### src/rtl/gf_mac_pipe.sv
// gf_mac_pipe: two-stage pipelined GF(2^M) multiply / multiply-accumulate with valid/ready handshake
module gf_mac_pipe #(
  parameter int M = 8,
  parameter logic [M:0] POLY = 9'h11D
) (
  input  logic         clk,
  input  logic         rst_n,
  input  logic         in_valid,
  output logic         in_ready,
  input  logic [M-1:0] in_a,
  input  logic [M-1:0] in_b,
  input  logic         in_mac,
  input  logic         in_clr,
  input  logic         in_last,
  output logic         out_valid,
  input  logic         out_ready,
  output logic [M-1:0] out_data,
  output logic         out_last,
  output logic [M-1:0] acc_q
);
  localparam logic [2*M-2:0] PW = (2*M-1)'(POLY);
  if (M < 2 || M > 16 || POLY[M] != 1'b1) begin : g_bad
    $error("gf_mac_pipe: M must be 2..16 and POLY[M] must be 1");
  end
  logic           adv;
  logic           s1_valid;
  logic           s1_mac;
  logic           s1_clr;
  logic           s1_last;
  logic [2*M-2:0] s1_p;
  logic [2*M-2:0] prod;
  logic [2*M-2:0] red;
  logic [M-1:0]   res;
  assign adv      = !out_valid || out_ready;
  assign in_ready = adv;
  // carry-less product of the incoming operands
  always_comb begin
    prod = '0;
    for (int i = 0; i < M; i++)
      for (int j = 0; j < M; j++)
        prod[i+j] = prod[i+j] ^ (in_a[i] & in_b[j]);
  end
  // reduce stage-1 product mod POLY and fold in the accumulator
  always_comb begin
    red = s1_p;
    for (int k = 2*M-2; k >= M; k--)
      if (red[k]) red = red ^ (PW << (k - M));
    res = s1_mac ? ((s1_clr ? '0 : acc_q) ^ red[M-1:0]) : red[M-1:0];
  end
  // stage 1: capture product and sideband when the pipe advances
  always_ff @(posedge clk or negedge rst_n) begin
    if (!rst_n) begin
      s1_valid <= 1'b0;
      s1_mac   <= 1'b0;
      s1_clr   <= 1'b0;
      s1_last  <= 1'b0;
      s1_p     <= '0;
    end else if (adv) begin
      s1_valid <= in_valid;
      s1_mac   <= in_mac;
      s1_clr   <= in_clr;
      s1_last  <= in_last;
      s1_p     <= prod;
    end
  end
  // stage 2: output register and accumulator, written only on advance
  always_ff @(posedge clk or negedge rst_n) begin
    if (!rst_n) begin
      out_valid <= 1'b0;
      out_data  <= '0;
      out_last  <= 1'b0;
      acc_q     <= '0;
    end else if (adv) begin
      out_valid <= s1_valid;
      out_data  <= res;
      out_last  <= s1_last;
      if (s1_valid && s1_mac) acc_q <= res;
    end
  end
endmodule

### config.mk
export PLATFORM = sky130hd
export DESIGN_NAME = gf_mac_pipe
export DESIGN_NICKNAME = d
export VERILOG_FILES = /design/src/rtl/gf_mac_pipe.sv
export SDC_FILE = /design/constraint.sdc
export NUM_CORES = 1
export LEC_CHECK = 0
export CAP_MARGIN = 20
export CORE_ASPECT_RATIO = 1.4
export CORE_MARGIN = 3
export CORE_UTILIZATION = 48
export DETAILED_ROUTE_END_ITERATION = 8
export GPL_TIMING_DRIVEN = 0
export PLACE_DENSITY = 0.76
export SYNTH_ARGS = -nofsm -noshare
export SYNTH_HDL_FRONTEND = slang
export SYNTH_SLANG_ARGS = --single-unit
### constraint.sdc
create_clock -name clk -period 1.5 [get_ports clk]
set_input_delay 0.225 -clock clk [delete_from_list [all_inputs] [get_ports clk]]
set_output_delay 0.225 -clock clk [all_outputs]
set_load 0.05 [all_outputs]
==> results of run 1 <==
==> per-layer routing <==
metal  vias up  GRT usage
met1       955     0.2224
met3         6    0.02864
li1       1028          -
met2        46     0.3629
met5         -          0
met4         0    0.08983
==> flip-flops by register name, summed over array words and instances (netlist names) <==
signal	count
s1_p	15
acc_q	8
out_data	8
out_last	1
out_valid	1
s1_clr	1
s1_last	1
s1_mac	1
s1_valid	1
==> kinds of logic after synthesis <==
kind of cell	after synthesis
simple gates	123
xor+xnor	75
compound gates	43
flops	37
buf+inv	27
mux	2
==> Yosys cell counts, drive strengths merged <==
| master | instances |
|---|---|
| a21o | 4 |
| a21oi | 23 |
| and3 | 1 |
| buf | 4 |
| clkbuf | 22 |
| dfrtp | 37 |
| inv | 1 |
| mux2i | 2 |
| nand2 | 100 |
| nand2b | 2 |
| nand3 | 7 |
| nor2 | 11 |
| nor2b | 2 |
| o211ai | 1 |
| o21ai | 15 |
| xnor2 | 56 |
| xor2 | 19 |
==> power groups by stage <==
| stage | Sequential (mW) | Clock (mW) | Combinational (mW) |
|---|---|---|---|
| floorplan | 2.42 | 0 | 1.59 |
| global placement | 1.64 | 0 | 3.09 |
| detailed placement | 1.65 | 0 | 3.16 |
| CTS | 1.66 | 0.785 | 3.22 |
| global route | 1.71 | 0.835 | 3.70 |
| finish | 1.67 | 0.775 | 3.46 |
==> worst min-delay path by stage <==
stage	slack [ns]	cells after the start	start	to
6_report	0.01	1	rst_n	s1_mac$_DFFE_PN0P_
3_3_place_gp	0.45	2	s1_last$_DFFE_PN0P_	s1_last$_DFFE_PN0P_
5_1_grt	0.07	1	rst_n	s1_clr$_DFFE_PN0P_
4_1_cts	0.04	1	rst_n	s1_mac$_DFFE_PN0P_
2_1_floorplan	-0.07	0	rst_n	acc_q[0]$_DFFE_PN0P_
3_5_place_dp	0.36	1	rst_n	s1_mac$_DFFE_PN0P_
==> final cells by class <==
cell class | count | share of cell area
sequential | 37 | 0.3016
clock buffer | 7 | 0.03109
timing repair buffer | 33 | 0.09407
multi-input combinational | 243 | 0.4998
clock inverter | 1 | 0.001615
buffer | 25 | 0.04481
tap | 64 | 0.02584
inverter | 1 | 0.001211
==> metrics by stage <==
step                total power [mW]    util  std cells  worst slack (ns)  hold WS [ns]
CTS                            5.667  0.6172        405          -0.07754       0.03966
global route                   6.244  0.6351        411           -0.1158       0.07284
floorplan                      4.006       -        307          0.007228      -0.07059
detailed placement             4.809  0.5728        396            -1.105        0.3593
global placement               4.723  0.5738        396            -1.067        0.4516
finish                         5.899  0.6351        411          -0.05902       0.01220
==> timing repair <==
action / in CTS / in global routing
setup endpoints to repair: 45 / 22
pin swaps: 6 / 10
setup buffers: 1 / 7
resized for setup: 52 / 15
==> results.py, run 1 <==
metrics = {
    "cells_and_area": {
        "diodes": 0,
        "design_area_sq_mm": 0.003099,
        "multi_input_area_sq_mm": 0.001549,
        "register_area_sq_um": 934.6,
        "area_delta_synth_final_pct": 26.90,
        "fillCellCount": 427,
        "num-nets-final": 369,
        "layout_common_cells": "nand2_1, xnor2_1, dfrtp_1, a21oi_1, dlygate4sd2_1",
        "final_common_cell": "nand2_1",
        "drive_above_1_share": 0.1556,
    },
    "setup_path": {
        "rrSetupSlack_ns": -0.06,
        "setup.worst_path.start_class": "register",
        "cpPeakStageDelay_ns": 0.45,
        "end_kind": "register",
        "path_buf_inv": 1,
        "arrival_ns": 1.74,
        "reg2reg_depth": 6,
        "worstSetupPathType": "reg -> reg",
        "startpoint": "s1_p[12]$_DFFE_PN0P_",
        "required_ns": 1.68,
        "crit_end": "out_data[0]$_DFFE_PN0P_",
        "crit_family": "XOR/XNOR gates",
        "path_depth": 6,
        "critPathMostFrequentCell": "xnor2_2",
        "r2r-end": "out_data[0]$_DFFE_PN0P_",
        "path_max_fanout": 3,
        "r2r_start": "s1_p[12]$_DFFE_PN0P_",
        "cp_slowest_cell": "dfrtp_2",
        "critical_path.cell_chain": "buf_4 -> xnor2_2 -> xnor2_2 -> xnor2_2 -> xor2_1 -> o21ai_1",
    },
    "detailed_routing": {
        "wl_met3_um": 199,
        "antenna_left": 0,
        "viasPerCell": 4.951,
        "routed_wl_um": 5675,
        "post_drt_wl_per_cell_um": 13.81,
        "routed.top_layer": "met4",
        "drt-initial-drc-count": 114,
        "met2_length_um": 3032,
        "num_vias": 2035,
        "met1Wirelength_um": 2340,
        "dr.pass1.iters": 4,
        "route.detailed.drc": 0,
    },
    "die": {
        "design.die.area_sq_mm": 0.005992,
        "io_pins": 42,
        "initial_core_util": 0.5005,
        "num_rows": 30,
        "die_x_um": 66.29,
        "core_region_area_sq_mm": 0.004880,
        "die_h_um": 90.40,
    },
    "job": {
        "max-cap-violations": 0,
    },
    "timing": {
        "rsz0062_at_grt": "true",
        "fmax_ghz": 0.6414,
        "worst_slew_pin_slew_ns": 0.8189,
        "finalCritPeriodShare": 1.039,
        "fin_ws_ns": -0.05902,
        "finalWorstPathRequiredPeriod_ns": 1.559,
        "finalHoldViolCount": 0,
        "slew_violations": 0,
        "relSlewSlack": 0.4540,
        "skew_ns": 0.008190,
        "tns_ns": -0.1336,
        "finalSetupViolCount": 5,
    },
    "grt": {
        "grt_pass1_wl_um": 9342,
        "grt_pass1_vias": 2025,
        "grt_max_degree": 38,
        "antenna_found_initial": 0,
        "grt_overflow": 0,
        "grt.total_usage": 0.2003,
    },
    "pwr": {
        "p_sw_frac": 0.4636,
        "p_comb_frac": 0.586,
        "p_seq_frac": 0.283,
        "switching_power_mw": 2.735,
        "power.internal_mw": 3.164,
        "powerDensity_mw_per_mm2": 1903,
        "p_clk_frac": 0.131,
        "p_leak_nw": 1.365,
        "ir_drop_v": 0.0005547,
    },
    "placement": {
        "dp_hpwl_um": 3936,
        "io_buffers": 25,
        "routabilityCongestion": 0.8310,
        "dpl-instance-area_sq_mm": 0.002795,
    },
    "synth": {
        "synth_nets": 330,
        "synth_cell_types": 22,
        "synth_top_family_by_area": "XOR/XNOR gates",
        "synth-seq-cells": 37,
        "synth_compound_area_frac": 0.09324,
        "synth_simple_gate_area_share": 0.1977,
        "synth.avg_cell_area_sq_um": 7.956,
        "yosysWarnings": 0,
        "synth-seq-area-share": 0.3791,
        "synth.area.mux_share": 0.008197,
        "synth_fa_ha_area_frac": 0,
        "syn_area_sq_mm": 0.002442,
        "yosysTopAreaCellShare": 0.3791,
        "yosysTopAreaCell": "dfrtp_1",
        "synth.area.top_cells": "dfrtp_1, xnor2_1, nand2_1",
        "synthCells": 307,
        "synth_xor_area_frac": 0.2782,
    },
    "clock_network": {
        "clockBufferDepth": 2,
        "numCtsBuffers": 5,
        "cts_sinks": 37,
        "root_buffer": "clkbuf_8",
        "cts_hold_buf": 0,
        "clkTransAtPathRegs_ns": 0.07,
        "cts.htree.levels": 2,
        "tritoncts": "done",
        "clk_latency_ns": 0.30,
    },
    "worst_hold_path": {
        "hold_path_class": "in -> async",
    },
    "status": {
        "status": "finished, violations left",
        "failed_checks": "negative setup slack",
    },
}
Power figures use the tool's default switching activity.
==> run 2, diff against run 1 <==
--- a/config.mk
+++ b/config.mk
@@ -5,13 +5,14 @@
 export SDC_FILE = /design/constraint.sdc
 export NUM_CORES = 1
 export LEC_CHECK = 0
+export ABC_AREA = 1
 export CAP_MARGIN = 20
 export CORE_ASPECT_RATIO = 1.4
 export CORE_MARGIN = 3
-export CORE_UTILIZATION = 48
+export CORE_UTILIZATION = 50
 export DETAILED_ROUTE_END_ITERATION = 8
 export GPL_TIMING_DRIVEN = 0
-export PLACE_DENSITY = 0.76
+export PLACE_DENSITY = 0.77
 export SYNTH_ARGS = -nofsm -noshare
 export SYNTH_HDL_FRONTEND = slang
 export SYNTH_SLANG_ARGS = --single-unit
==> results.py, run 2 <==
metrics = {
    "status": {
        "status": "finished, final reports clean",
    },
    "synth": {
        "synth_most_common_cell": "nand2_1",
        "synth.avg_cell_area_sq_um": 6.427,
        "synth_nets": 476,
        "synthCells": 453,
        "yosysTopAreaCellShare": 0.3180,
        "synth_top_cells_by_count": "nand2_1, nand3_1, dfrtp_1, inv_1, xnor2_1",
        "ys_async_sr_fraction": 1.000,
        "syn_area_sq_mm": 0.002912,
        "synth_cell_types": 22,
        "synth-seq-area-share": 0.3180,
        "yosysTopAreaCell": "dfrtp_1",
        "ys.flop_type": "dfrtp_1",
        "synth.area.top_cells": "dfrtp_1, nand2_1, xnor2_1",
        "synth-seq-cells": 37,
        "synth_edf_count": 0,
        "yosysWarnings": 0,
    },
    "timing": {
        "skew_ns": 0.006363,
        "slew_violations": 0,
        "finalWorstPathRequiredPeriod_ns": 1.485,
        "finalCritPeriodShare": 0.9898,
        "fin_ws_ns": 0.01534,
        "worst_slew_pin_slew_ns": 0.8169,
        "hold_slack_ns": 0.02620,
        "tns_ns": 0,
        "finalHoldViolCount": 0,
        "finalSetupViolCount": 0,
        "relSlewSlack": 0.4554,
        "fmax_ghz": 0.6736,
        "rsz0062_at_grt": "true",
    },
    "cells_and_area": {
        "largestRegisters": "s1_p: 15 flops, acc_q: 8 flops, out_data: 8 flops",
        "top_register": "s1_p",
        "final_cells": 565,
        "diodes": 0,
        "layout_common_cells": "nand2_1, nand3_1, dfrtp_1, xnor2_1, inv_1",
        "finish.utilization": 0.6223,
        "largest_reg_flops": 15,
        "drive_above_1_share": 0.1187,
        "design_area_sq_mm": 0.003463,
        "final_common_cell": "nand2_1",
        "area_delta_synth_final_pct": 18.95,
        "num-nets-final": 519,
    },
    "pwr": {
        "p_comb_frac": 0.532,
        "p_clk_frac": 0.172,
        "p_leak_nw": 1.850,
        "powerDensity_mw_per_mm2": 1500,
        "p_sw_frac": 0.4751,
        "ir_drop_v": 0.0005086,
        "switching_power_mw": 2.468,
        "p_seq_frac": 0.295,
        "power.internal_mw": 2.726,
        "total_power_mw": 5.194,
    },
    "job": {
        "max-cap-violations": 0,
    },
    "clock_network": {
        "clk_latency_ns": 0.29,
        "cts_sinks": 37,
        "tritoncts": "done",
        "clkTransAtPathRegs_ns": 0.07,
        "cts_hold_buf": 0,
        "cts.htree.levels": 2,
        "numCtsBuffers": 5,
        "root_buffer": "clkbuf_8",
        "clockBufferDepth": 2,
    },
    "die": {
        "die_x_um": 70.49,
        "design.die.area_sq_mm": 0.006787,
        "num_rows": 32,
        "initial_core_util": 0.5232,
        "core_region_area_sq_mm": 0.005565,
        "die_h_um": 96.29,
        "io_pins": 42,
    },
    "detailed_routing": {
        "antenna_left": 0,
        "route.detailed.drc": 0,
        "viasPerCell": 5.042,
        "num_vias": 2849,
        "routed_wl_um": 7130,
        "dr.pass1.iters": 4,
        "drt-initial-drc-count": 129,
        "post_drt_wl_per_cell_um": 12.62,
    },
    "grt": {
        "grt.total_usage": 0.2208,
        "grt_pass1_wl_um": 11900,
        "grt_max_degree": 38,
        "antenna_found_initial": 0,
        "grt_overflow": 0,
        "grt_pass1_vias": 2691,
    },
    "setup_path": {
        "arrival_ns": 1.26,
        "rrSetupSlack_ns": 0.09,
        "path_max_fanout": 7,
        "worstSetupPathType": "reg -> out",
        "required_ns": 1.27,
        "end_kind": "primary output",
        "setup.worst_path.start_class": "register",
    },
    "worst_hold_path": {
        "hold_path_class": "in -> async",
    },
    "placement": {
        "dp.cells": 546,
        "dpl-instance-area_sq_mm": 0.003243,
        "dp_slack_ns": -0.8601,
        "dp_hpwl_um": 5245,
        "routabilityCongestion": 0.8617,
        "io_buffers": 25,
    },
}
[run 2: changes by cell type after synthesis, moves of 4 or more]
cell,delta
buf_2,+15
xnor2_1,-22
a21oi_1,-23
nand3_1,+39
a21o_1,-4
nor2_1,-4
nand2_1,+117
nand2_2,+5
clkbuf_1,-17
nand3b_1,+4
inv_1,+34
[run 2: layout make-up]
cell class / instances / area, sq um
clock buffer: 7 / 86.33
tap: 68 / 85.08
multi-input combinational: 356 / 1750
clock inverter: 1 / 30.03
fill: 549 / 2102
buffer: 23 / 125.1
sequential: 37 / 928.4
inverter: 37 / 141.4
timing repair buffer: 36 / 316.6
[run 2: cells by family (layout without fill, tap and decap cells)]
kind of cell	after synthesis	in the layout	share of synthesized area
AND/OR/NAND/NOR	290	290	0.4199
buffers and inverters	60	104	0.08552
XOR/XNOR	49	49	0.1474
flip-flops	37	37	0.3180
AO/OA/AOI/OAI	17	17	0.02922
[run 2: worst paths after layout]
check,to,cells after the start,start
setup reg to reg,out_last$_DFFE_PN0P_,5,out_valid$_DFFE_PN0P_
hold reg to reg,out_data[0]$_DFFE_PN0P_,2,out_data[0]$_DFFE_PN0P_
setup / recovery,in_ready,5,out_valid$_DFFE_PN0P_
hold / removal,acc_q[6]$_DFFE_PN0P_,1,rst_n
min in group clk,s1_p[0]$_DFFE_PN0P_,3,in_a[0]
max in group asynchronous,out_valid$_DFFE_PN0P_,1,rst_n
[run 2: critical path: stages (launching register included)]
cell,delay (ns)
dfrtp_2,0.36
inv_2,0.04
nor2_4,0.20
inv_4,0.08
buf_12,0.14
buf_12,0.14
[run 2: metal layers]
metal / wire length, um / track usage / share of wire / vias to the layer above
li1: - / - / - / 1469
met1: 2874 / 0.2385 / 0.40 / 1301
met2: 3823 / 0.4133 / 0.54 / 67
met3: 242 / 0.02612 / 0.034 / 12
met4: 190 / 0.1262 / 0.027 / 0
met5: 0 / 0 / 0 / -
[run 2: what timing repair did]
item,4_1_cts,5_1_grt
resized for setup,26,14
pin swaps,0,2
cloned,0,0
setup endpoints to repair,30,24
buffers inserted,0,11
[run 2: power groups by stage]
| stage | combinational [mW] | sequential (mW) | clock, mW |
|---|---|---|---|
| 6_report | 2.77 | 1.53 | 0.896 |
| 3_5_place_dp | 2.83 | 1.56 | 0 |
| 5_1_grt | 3.05 | 1.59 | 0.946 |
| 2_1_floorplan | 1.29 | 2.32 | 0 |
| 4_1_cts | 2.70 | 1.54 | 0.905 |
| 3_3_place_gp | 2.78 | 1.55 | 0 |
==> run 3, diff against run 2 <==
--- a/config.mk
+++ b/config.mk
@@ -9,10 +9,10 @@
 export CAP_MARGIN = 20
 export CORE_ASPECT_RATIO = 1.4
 export CORE_MARGIN = 3
-export CORE_UTILIZATION = 50
+export CORE_UTILIZATION = 55
 export DETAILED_ROUTE_END_ITERATION = 8
 export GPL_TIMING_DRIVEN = 0
-export PLACE_DENSITY = 0.77
+export PLACE_DENSITY = 0.86
 export SYNTH_ARGS = -nofsm -noshare
 export SYNTH_HDL_FRONTEND = slang
 export SYNTH_SLANG_ARGS = --single-unit
==> constraint.sdc (replaced) <==
create_clock -name clk -period 1.4 [get_ports clk]
set_input_delay 0.21 -clock clk [delete_from_list [all_inputs] [get_ports clk]]
set_output_delay 0.21 -clock clk [all_outputs]
set_load 0.05 [all_outputs]
==> results.py, run 3 (synthesized netlist as in run 2, its figures left out) <==
metrics = {
    "clock_network": {
        "clkTransAtPathRegs_ns": 0.08,
        "clockBufferDepth": 2,
        "cts.htree.levels": 2,
        "tritoncts": "done",
        "cts_sinks": 37,
        "clk_latency_ns": 0.29,
        "numCtsBuffers": 5,
        "root_buffer": "clkbuf_8",
    },
    "setup_path": {
        "cp_slowest_cell": "dfrtp_2",
        "crit_family": "buffers and inverters",
        "r2r-end": "out_data[0]$_DFFE_PN0P_",
        "critical_path.cell_chain": "inv_2 -> nor2_4 -> inv_4 -> buf_8 -> buf_8",
        "worstSetupPathType": "reg -> out",
        "cpPeakStageDelay_ns": 0.41,
        "path_buf_inv": 4,
        "end_kind": "primary output",
        "setup.worst_path.start_class": "register",
        "rrSetupSlack_ns": 0.03,
        "required_ns": 1.19,
        "arrival_ns": 1.19,
        "critPathMostFrequentCell": "buf_8",
        "path_max_fanout": 10,
        "r2r_start": "s1_p[13]$_DFFE_PN0P_",
        "reg2reg_depth": 8,
    },
    "cells_and_area": {
        "layout_common_cells": "nand2_1, nand3_1, dfrtp_1, inv_1, xnor2_1",
        "design_area_sq_mm": 0.003515,
        "diodes": 0,
        "final_common_cell": "nand2_1",
        "area_delta_synth_final_pct": 20.71,
        "largestRegisters": "s1_p: 15 flops, acc_q: 8 flops, out_data: 8 flops",
        "top_register": "s1_p",
        "largest_reg_flops": 15,
        "num-nets-final": 514,
        "drive_above_1_share": 0.1890,
    },
    "status": {
        "failed_checks": "negative setup slack",
        "status": "finished, violations left",
    },
    "timing": {
        "worst_slew_pin_slew_ns": 0.8237,
        "finalCritPeriodShare": 1.001,
        "finalWorstPathRequiredPeriod_ns": 1.401,
        "fin_ws_ns": -0.001090,
        "slew_violations": 0,
        "rsz0062_at_grt": "true",
        "relSlewSlack": 0.4509,
        "skew_ns": 0.01001,
        "finalSetupViolCount": 1,
        "tns_ns": -0.001090,
        "finalHoldViolCount": 0,
        "fmax_ghz": 0.7137,
    },
    "grt": {
        "grt.total_usage": 0.2455,
        "grt_overflow": 0,
        "grt_max_degree": 38,
        "grt_pass1_vias": 2736,
        "grt_pass1_wl_um": 11940,
        "antenna_found_initial": 0,
    },
    "placement": {
        "io_buffers": 25,
        "dp_hpwl_um": 5128,
        "dp_slack_ns": -0.8543,
        "routabilityCongestion": 0.9116,
        "dpl-instance-area_sq_mm": 0.003241,
    },
    "worst_hold_path": {
        "hold_path_class": "in -> async",
    },
    "pwr": {
        "p_leak_nw": 1.845,
        "powerDensity_mw_per_mm2": 1590,
        "total_power_mw": 5.588,
        "ir_drop_v": 0.0006015,
    },
    "detailed_routing": {
        "route.detailed.drc": 0,
        "antenna_left": 0,
        "post_drt_wl_per_cell_um": 13.55,
        "viasPerCell": 5.421,
        "num_vias": 3014,
        "dr.pass1.iters": 4,
        "routed_wl_um": 7535,
        "drt-initial-drc-count": 176,
    },
    "die": {
        "die_h_um": 92.09,
        "core_region_area_sq_mm": 0.004992,
        "design.die.area_sq_mm": 0.006215,
        "io_pins": 42,
        "num_rows": 30,
        "die_x_um": 67.49,
        "initial_core_util": 0.5832,
    },
    "job": {
        "max-cap-violations": 0,
    },
}
[run 3: cell count changes in the layout (fill, tap and decap cells not counted), sizes merged]
cell           delta
dlygate4sd2      -16
clkbuf            +5
bufinv            -1
clkdlybuf4s15     +8
clkinvlp          +1
dlymetal6s2s      +1
clkinv            +2
buf               -4
clkdlybuf4s50     -1
[run 3: through the flow]
step                instances    util  hold slack (ns)
global placement          542  0.6501           0.4570
CTS                       552  0.6699          0.03093
global route              556  0.7040          0.06729
floorplan                 453       -         -0.08559
finish                    556  0.7040         0.004945
detailed placement        542  0.6491           0.3459
[run 3: power breakdown]
part	internal (mW)	leakage [nW]	total (mW)	switching (mW)
registers	1.42	0.442	1.69	0.278
clock network	0.343	0.0439	0.737	0.393
logic	1.01	1.36	3.16	2.15
[run 3: what timing repair did]
action                     in CTS  in global routing
gates resized for setup        39                 75
hold endpoints to repair        0                  0
pin swaps                       2                 10
buffers inserted                2                  4
setup endpoints to repair      41                 50
hold buffers                    0                  0
[run 3: worst register-to-register path, cell delays in order, from the launching register on]
cell and delay, ns:
dfrtp_2 0.49, inv_4 0.09, nand2_4 0.10, nand2_2 0.06, nand2_2 0.08, nand2_4 0.08, or2_1 0.25, nand3_1 0.08
nand2_1 0.05
[run 3: layer usage]
layer / part of all wire / global-route usage / routed length [um]
met1: 0.38 / 0.2741 / 2844
met2: 0.53 / 0.4395 / 3980
met3: 0.049 / 0.02206 / 368
met4: 0.045 / 0.1303 / 342
met5: 0 / 0 / 0
[run 3: final cells by class]
class                           instances  area [sq um]
Buffer                                 23         132.6
Clock buffer                            5         68.82
Clock inverter                          3         17.52
Fill cell                             420          1478
Inverter                               37         146.4
Multi-Input combinational cell        356          1871
Sequential cell                        37         930.9
Tap cell                               64         80.08
Timing Repair Buffer                   31         267.8
[run 3: worst max path at each step]
stage	startpoint	endpoint	slack, ns	cells past startpoint
6_report	out_valid$_DFFE_PN0P_	in_ready	-0.001	5
4_1_cts	out_valid$_DFFE_PN0P_	in_ready	-0.25	5
3_3_place_gp	out_ready	in_ready	-0.86	5
2_1_floorplan	out_valid$_DFFE_PN0P_	acc_q[2]$_DFFE_PN0P_	-0.02	6
5_1_grt	s1_p[14]$_DFFE_PN0P_	out_data[4]$_DFFE_PN0P_	-0.09	10
3_5_place_dp	out_ready	in_ready	-0.85	5
